**src/rtl/elevator_pkg.sv**
```systemverilog
// Shared types and door-timing defaults for the elevator door timer.
package elevator_pkg;

  typedef enum logic [1:0] {
    DT_IDLE = 2'd0,
    DT_RUN  = 2'd1,
    DT_HOLD = 2'd2,
    DT_DONE = 2'd3
  } door_timer_state_t;

  localparam int DT_TICK_DIV   = 1000;
  localparam int DT_OPEN_TICKS = 3;
  localparam int DT_MAX_EXTEND = 2;

  // Counter width that never collapses to zero bits for degenerate ranges.
  function automatic int clog2_min1(input int n);
    return (n > 1) ? $clog2(n) : 1;
  endfunction

endpackage

```
**src/rtl/elevator_tick_prescaler.sv**
```systemverilog
// Divides the clock into timer ticks: counts 0..TICK_DIV-1 while enabled.
module elevator_tick_prescaler
  import elevator_pkg::*;
#(
  parameter int TICK_DIV = DT_TICK_DIV
) (
  input  logic clk_i,
  input  logic rst_i,
  input  logic clear_i,
  input  logic en_i,
  output logic tick_o
);

  localparam int CW = clog2_min1(TICK_DIV);
  localparam logic [CW-1:0] LAST = CW'(TICK_DIV - 1);

  logic [CW-1:0] cnt_q, cnt_d;

  assign tick_o = en_i && (cnt_q == LAST);

  always_comb begin
    cnt_d = cnt_q;
    if (clear_i)     cnt_d = '0;
    else if (tick_o) cnt_d = '0;
    else if (en_i)   cnt_d = cnt_q + CW'(1);
  end

  always_ff @(posedge clk_i or negedge rst_i) begin
    if (!rst_i) cnt_q <= '0;
    else        cnt_q <= cnt_d;
  end

endmodule

```
**src/rtl/elevator_door_timer.sv**
```systemverilog
// Door-open timer with obstruction hold/re-arm and a bounded extension budget.
module elevator_door_timer
  import elevator_pkg::*;
#(
  parameter int TICK_DIV   = DT_TICK_DIV,
  parameter int OPEN_TICKS = DT_OPEN_TICKS,
  parameter int MAX_EXTEND = DT_MAX_EXTEND,
  localparam int RW        = $clog2(OPEN_TICKS + 1)
) (
  input  logic          clk_i,
  input  logic          rst_i,
  input  logic          counter_init_i,
  input  logic          obstruct_i,
  output logic          counter_done_o,
  output logic          busy_o,
  output logic [RW-1:0] remaining_o,
  output logic          fault_o
);

  localparam int EW = clog2_min1(MAX_EXTEND + 1);
  localparam logic [RW-1:0] REM_INIT = RW'(OPEN_TICKS);
  localparam logic [EW-1:0] EXT_MAX  = EW'(MAX_EXTEND);

  if (TICK_DIV < 1 || OPEN_TICKS < 1) begin : g_bad_param
    $error("elevator_door_timer: TICK_DIV and OPEN_TICKS must be >= 1");
  end

  door_timer_state_t state_q, state_d;
  logic [RW-1:0] rem_q, rem_d;
  logic [EW-1:0] ext_q, ext_d;
  logic done_q, done_d, busy_q, busy_d, fault_q, fault_d;
  logic hold_req, pre_en, pre_clear, tick;

  // Obstruction wins over a same-cycle tick, so the prescaler is gated here.
  assign hold_req  = obstruct_i && (ext_q < EXT_MAX);
  assign pre_en    = !counter_init_i && (state_q == DT_RUN) && !hold_req;
  assign pre_clear = counter_init_i || ((state_q == DT_HOLD) && !obstruct_i);

  elevator_tick_prescaler #(.TICK_DIV(TICK_DIV)) u_prescaler (
    .clk_i   (clk_i),
    .rst_i   (rst_i),
    .clear_i (pre_clear),
    .en_i    (pre_en),
    .tick_o  (tick)
  );

  always_comb begin
    state_d = state_q;
    rem_d   = rem_q;
    ext_d   = ext_q;
    done_d  = done_q;
    fault_d = fault_q;
    if (counter_init_i) begin
      state_d = DT_RUN;
      rem_d   = REM_INIT;
      ext_d   = '0;
      done_d  = 1'b0;
      fault_d = 1'b0;
    end else begin
      case (state_q)
        DT_RUN: begin
          if (hold_req) begin
            state_d = DT_HOLD;
          end else begin
            if (obstruct_i) fault_d = 1'b1;
            if (tick) begin
              if (rem_q > RW'(1)) begin
                rem_d = rem_q - RW'(1);
              end else begin
                rem_d   = '0;
                done_d  = 1'b1;
                state_d = DT_DONE;
              end
            end
          end
        end
        DT_HOLD: begin
          // ext_q < EXT_MAX held on entry, so this never exceeds the budget.
          if (!obstruct_i) begin
            ext_d   = ext_q + EW'(1);
            rem_d   = REM_INIT;
            state_d = DT_RUN;
          end
        end
        default: ;
      endcase
    end
    busy_d = (state_d == DT_RUN) || (state_d == DT_HOLD);
  end

  always_ff @(posedge clk_i or negedge rst_i) begin
    if (!rst_i) begin
      state_q <= DT_IDLE;
      rem_q   <= '0;
      ext_q   <= '0;
      done_q  <= 1'b0;
      busy_q  <= 1'b0;
      fault_q <= 1'b0;
    end else begin
      state_q <= state_d;
      rem_q   <= rem_d;
      ext_q   <= ext_d;
      done_q  <= done_d;
      busy_q  <= busy_d;
      fault_q <= fault_d;
    end
  end

  assign counter_done_o = done_q;
  assign busy_o         = busy_q;
  assign remaining_o    = rem_q;
  assign fault_o        = fault_q;

endmodule

```
**config.mk**
```make
export PLATFORM = sky130hd
export DESIGN_NAME = elevator_door_timer
export DESIGN_NICKNAME = d
export VERILOG_FILES = /design/src/rtl/elevator_pkg.sv /design/src/rtl/elevator_tick_prescaler.sv /design/src/rtl/elevator_door_timer.sv
export SDC_FILE = /design/constraint.sdc
export NUM_CORES = 1
export LEC_CHECK = 0
export ABC_CLOCK_PERIOD_IN_PS = 3500
export CORE_MARGIN = 3
export CORE_UTILIZATION = 57
export CTS_BUF_LIST = sky130_fd_sc_hd__clkbuf_8
export DETAILED_ROUTE_END_ITERATION = 8
export PLACE_DENSITY_LB_ADDON = 0.3
export SKIP_LAST_GASP = 1
export SLEW_MARGIN = 0
export SYNTH_ARGS = -nofsm -noshare
export SYNTH_HDL_FRONTEND = slang
export SYNTH_HIERARCHICAL = 1
export SYNTH_SLANG_ARGS = --single-unit
```
**constraint.sdc**
```tcl
create_clock -name clk_i -period 3.5 [get_ports clk_i]
set_input_delay 1.05 -clock clk_i [delete_from_list [all_inputs] [get_ports clk_i]]
set_output_delay 1.05 -clock clk_i [all_outputs]
set_load 0.01 [all_outputs]
```
==> flow_summary.ini, run 1 <==
[placed_design]
portBuffers = 8
placedCellCount = 147
hpwl_mm = 1.671
gp_congestion = 0.8645

[synth]
synthArstFlopShare_pct = 100.0
synth-edff-count = 0
synthFlopType = dfrtp_1
syn-num-nets = 121
yosysWarnings = 6
ys_top_cells_by_area = dfrtp_1 44%, a21oi_1 4.2%, o21ai_0 4.2%
synth_area_leader_cell = dfrtp_1
ys_seq_elements = 19
synth_top_area_share_pct = 44.08
syn_area_per_cell_sq_um = 9.461
syn_inst = 114
synth_cell_types = 35
yosysSeqAreaShare_pct = 44.08
syn-cell-area_sq_um = 1079

[worst_setup_path]
critPathLaunchType = input port
worstPathRequired_ps = 3680
cp_max_fo = 8
worst_ep_arrival_time_ps = 3190
end_kind = flop
worstSetupPathType = input port to flop

[timing]
fin_skew_ps = 2.045
fin_crit_sh_pct = 86.09
setup_viol = 0
slew_headroom_pct = 43.08
fmax_mhz = 331.9
hold_viol = 0
fin_crit_ps = 3013
tightest_slew_ps = 851.1
rsz0062_at_grt = false
finalMaxSlewViolations = 0
whs_ps = 515.4
fin_tns_setup_ps = 0

[power_and_ir_drop]
clockPowerShare_pct = 26.7
seqPwrFrac_pct = 44.5
power_switching_uw = 188.7
internal_power_uw = 397.7
p_leak_uw = 0.0005127
p_sw_share_pct = 32.18
p_comb_share_pct = 28.8
vdd_ir_drop_max_mv = 0.2613
p_per_area_nw_per_um2 = 471.0

[cts]
cts_resized = 0
worstSkewPairLatency_ps = 260
cts_hold_buf = 0
htreeDepth = 1
clkTransAtPathRegs_ps = 70
postCtsSetupRepairBufs = 0
cts_tree = done
cts_buffer_depth = 2
cts_buffers = 3
cts.sinks = 19
root_buffer = clkbuf_8

[detailed_routing]
drt-wirelength-per-cell_um = 15.61
viasPerCell = 6.258
drc = 0
drt_iter0_markers = 39
ant_nets = 0
wirelength_mm = 2.357
via_count = 945
drt_pass1_iterations = 4

[global_route]
grt_pass1_wl_mm = 4.112
grt.total_usage_pct = 21.83
antenna_found_initial = 0
grt_max_degree = 20
grt_remaining_overflow = 0
grt_pass1_vias = 917

[cells_and_area]
fin_util_pct = 70.57
drive_above_1_share_pct = 7.937
n_antenna_cell = 0
area.growth.synth_to_final_pct = 15.43
instances_no_fill = 151
nets = 134

[status]
status = finished clean

[floorplan]
pin_count = 9
die_w_um = 49.50
rows = 15
die_h_um = 49.50
start_util_pct = 61.13
core_region_area_sq_um = 1764
dieArea_sq_um = 2450

[min_path]
worst_hold_path_type = flop to flop

[job]
drv_cap = 0
-- per-layer routing --
layer  routed length (um)  GRT usage [%]  vias to the layer above
li1                     -              -                      437
met1                 1080          28.04                      467
met2                 1113          35.94                       33
met3                  108          3.323                        8
met4                   55          10.60                        0
met5                    0              0                        -
-- logic make-up (layout without fill, tap and decap cells) --
kind of cell             count (synthesis)  after routing  synth area share, %
AO/OA/AOI/OAI                           32             32                20.88
XOR/XNOR                                 5              5                4.060
adder cells (fa/ha/maj)                  3              3                3.481
buffers and inverters                    8             20                3.016
flip-flops                              19             19                44.08
multiplexers                             2              2                1.856
AND/OR/NAND/NOR                         45             45                22.62
-- cell type report --
cell class	instances	area, sq um
sequential	19	475.5
multi-input combinational	87	570.5
clock inverter	1	5.005
fill	145	519.2
clock buffer	3	41.29
tap	25	31.28
inverter	5	18.77
timing repair buffer	11	102.6
-- registers in the layout, indices dropped and copies added, names as in the netlist --
name,flops
u_prescaler/cnt_q,10
ext_q,2
remaining_o,2
state_q,2
busy_o,1
counter_done_o,1
fault_o,1
-- power by group through the flow --
| stage | clock network, uW | logic [uW] | registers, uW |
|---|---|---|---|
| 2_1_floorplan | 0 | 102 | 265 |
| 3_3_place_gp | 0 | 157 | 261 |
| 3_5_place_dp | 0 | 165 | 264 |
| 4_1_cts | 159 | 168 | 260 |
| 5_1_grt | 168 | 187 | 263 |
| 6_report | 157 | 169 | 261 |
-- through the flow --
stage               setup WS, ps  cell area, sq um  power, uW
floorplan                  685.5              1079      367.3
global placement           401.9              1199      418.0
detailed placement         318.4              1199      430.0
CTS                        535.9              1245      587.3
global route               320.7              1245      619.1
finish                     486.7              1245      586.4
-- cell usage after synthesis (2+ instances only) --
cell / number
nor3_1: 3
a31oi_1: 2
or4_1: 2
nor2b_1: 4
nand3_1: 3
xor2_1: 4
dfrtp_1: 19
a21oi_1: 9
ha_1: 3
mux2i_1: 2
o21ai_0: 9
inv_1: 5
o31ai_1: 4
nand4bb_1: 2
nand2b_1: 4
nand2_1: 9
or3_1: 2
buf_2: 2
nor2_1: 10
-- placed cells by master (no fill, tap or decap), types with 2 or more instances in the layout --
cell | Yosys | routed
dfrtp_1 | 19 | 19
nor2_1 | 10 | 10
o21ai_0 | 9 | 9
nand2_1 | 9 | 9
a21oi_1 | 9 | 9
clkdlybuf4s50_1 | 0 | 8
inv_1 | 5 | 5
nor2b_1 | 4 | 4
nand2b_1 | 4 | 4
xor2_1 | 4 | 4
o31ai_1 | 4 | 4
nand3_1 | 3 | 3
nor3_1 | 3 | 3
ha_1 | 3 | 3
clkbuf_8 | 0 | 3
buf_4 | 0 | 3
mux2i_1 | 2 | 2
a31oi_1 | 2 | 2
nand4bb_1 | 2 | 2
or4_1 | 2 | 2
or3_1 | 2 | 2
-- worst paths after layout --
path / from / endpoint / slack (ps) / depth (start not counted)
setup / recovery: obstruct_i / busy_o$_DFF_PN0_ / 490 / 10
hold / removal: fault_o$_DFFE_PN0P_ / fault_o$_DFFE_PN0P_ / 520 / 2
setup reg to reg: state_q[1]$_DFF_PN0_ / busy_o$_DFF_PN0_ / 1200 / 10
hold reg to reg: fault_o$_DFFE_PN0P_ / fault_o$_DFFE_PN0P_ / 520 / 2
max in group asynchronous: rst_i / u_prescaler/cnt_q[2]$_DFFE_PN0P_ / 1700 / 1
min in group asynchronous: rst_i / u_prescaler/cnt_q[8]$_DFFE_PN0P_ / 1270 / 1
-- critical path: stages --
cell,delay (ps)
clkdlybuf4s50_1,540
nand2b_1,210
nand2_1,80
nor2_1,160
nand4bb_1,170
nor3_1,220
nor2b_1,240
nand3_1,150
a2bb2oi_1,190
mux2i_1,180
(Power assumes the default switching activity.)
==> run 2, diff against run 1 <==
Settings changed: ABC_CLOCK_PERIOD_IN_PS 3500 to 3700, HOLD_SLACK_MARGIN from default to 0.06.
Clock period 3.5 ns to 3.7 ns, I/O delays scaled along.
==> flow_summary.ini, run 2 (synthesis gave the netlist of run 1 again) <==
[status]
status = finished clean

[power_and_ir_drop]
vdd_ir_drop_max_mv = 0.2530
p_per_area_nw_per_um2 = 434.8
p_leak_uw = 0.0005141

[floorplan]
pin_count = 9
die_h_um = 49.50
core_region_area_sq_um = 1764
die_w_um = 49.50
dieArea_sq_um = 2450
rows = 15
start_util_pct = 61.13

[global_route]
grt_pass1_wl_mm = 3.870
antenna_found_initial = 0
grt_max_degree = 20
grt_pass1_vias = 863
grt_remaining_overflow = 0
grt.total_usage_pct = 20.81

[placed_design]
hpwl_mm = 1.616
placed_area_sq_um = 1199
placedCellCount = 147
portBuffers = 8
dp_slack_ps = 383.8
gp_congestion = 0.8781

[worst_setup_path]
worstSetupPathType = input port to flop
cp_max_fo = 8
worstPathRequired_ps = 3800
worst_ep_arrival_time_ps = 3250
end_kind = flop
critPathLaunchType = input port

[cells_and_area]
nets = 134
largest_register_ffs = 10
drive_above_1_share_pct = 7.143
final_common_cell = dfrtp_1
regMostFlops = u_prescaler/cnt_q
n_antenna_cell = 0
fin_util_pct = 70.50
area.growth.synth_to_final_pct = 15.31
design_area_sq_um = 1244
seq_area_sq_um = 475.5
multiInputGateArea_sq_um = 570.5
layout_common_cells = 19 x dfrtp_1, 10 x nor2_1, 9 x o21ai_0, 9 x nand2_1, 9 x a21oi_1
instances_no_fill = 151
fill_cells = 141

[min_path]
worst_hold_path_type = flop to flop

[cts]
postCtsSetupRepairBufs = 0
cts.sinks = 19
cts_buffers = 3
cts_hold_buf = 0
root_buffer = clkbuf_8
cts_tree = done
cts_resized = 0
worstSkewPairLatency_ps = 250
htreeDepth = 1
cts_buffer_depth = 2
clkTransAtPathRegs_ps = 70

[detailed_routing]
drt_iter0_markers = 53
drt_pass1_iterations = 4
ant_nets = 0
drt-wirelength-per-cell_um = 15.18
viasPerCell = 6.265
drc = 0
via_count = 946
wirelength_mm = 2.292

[timing]
slew_headroom_pct = 41.56
setup_ws_ps = 546.4
tightest_slew_ps = 869.1
setup_viol = 0
hold_viol = 0
finalMaxSlewViolations = 0
fin_skew_ps = 5.597
fin_tns_setup_ps = 0
fin_crit_sh_pct = 85.23
rsz0062_at_grt = false
fin_crit_ps = 3154
fmax_mhz = 317.1

[job]
drv_cap = 0
==> run 2: changes by cell type in the layout (fill, tap and decap cells not counted), sizes merged <==
| cell | change |
|---|---|
| clkinv | -1 |
| inv | +1 |
==> run 2: power breakdown <==
part	internal, uW	total, uW	switching [uW]
registers	228	245	17.1
logic	73.5	158	84.1
clock network	73.6	138	64.8
==> run 2: metrics by stage <==
step / hold WS (ps) / total power [uW]
after detailed placement: 506.4 / 404.2
after CTS: 522.0 / 544.6
after global placement: 494.1 / 395.8
final: 521.5 / 540.8
after floorplan: 509.7 / 347.5
after global routing: 561.7 / 578.0
==> run 2: final timing paths <==
path                            depth (start not counted)                  from                               end  slack, ps
max in group asynchronous                               1                 rst_i  u_prescaler/cnt_q[0]$_DFFE_PN0P_       1870
worst max-delay path                                    8            obstruct_i  u_prescaler/cnt_q[3]$_DFFE_PN0P_        550
worst min-delay path                                    2   fault_o$_DFFE_PN0P_               fault_o$_DFFE_PN0P_        520
min in group asynchronous                               1                 rst_i  u_prescaler/cnt_q[6]$_DFFE_PN0P_       1320
worst min register to register                          2   fault_o$_DFFE_PN0P_               fault_o$_DFFE_PN0P_        520
worst max register to register                          8  state_q[1]$_DFF_PN0_  u_prescaler/cnt_q[3]$_DFFE_PN0P_       1390
==> run 2: critical path: stages <==
cell and delay [ps]:
clkdlybuf4s50_1 570, nand2b_1 210, nand2_1 80, nor2_1 100, buf_4 170, nand4bb_1 160
o31ai_1 740, nor2_1 120
==> run 2: per-layer routing <==
metal | part of all wire, % | global-route usage (%) | vias up | routed length (um)
met5 | 0 | 0 | - | 0
met4 | 1.2 | 9.217 | 0 | 28
met3 | 6.6 | 4.230 | 6 | 152
met2 | 48 | 32.14 | 47 | 1098
met1 | 44 | 28.29 | 455 | 1013
li1 | - | - | 438 | -
==> run 2: layout make-up <==
type,instances,share of cell area [%]
sequential,19,38.23
clock inverter,1,0.3018
inverter,5,1.509
tap,25,2.515
multi-input combinational,87,45.88
timing repair buffer,11,8.249
clock buffer,3,3.320
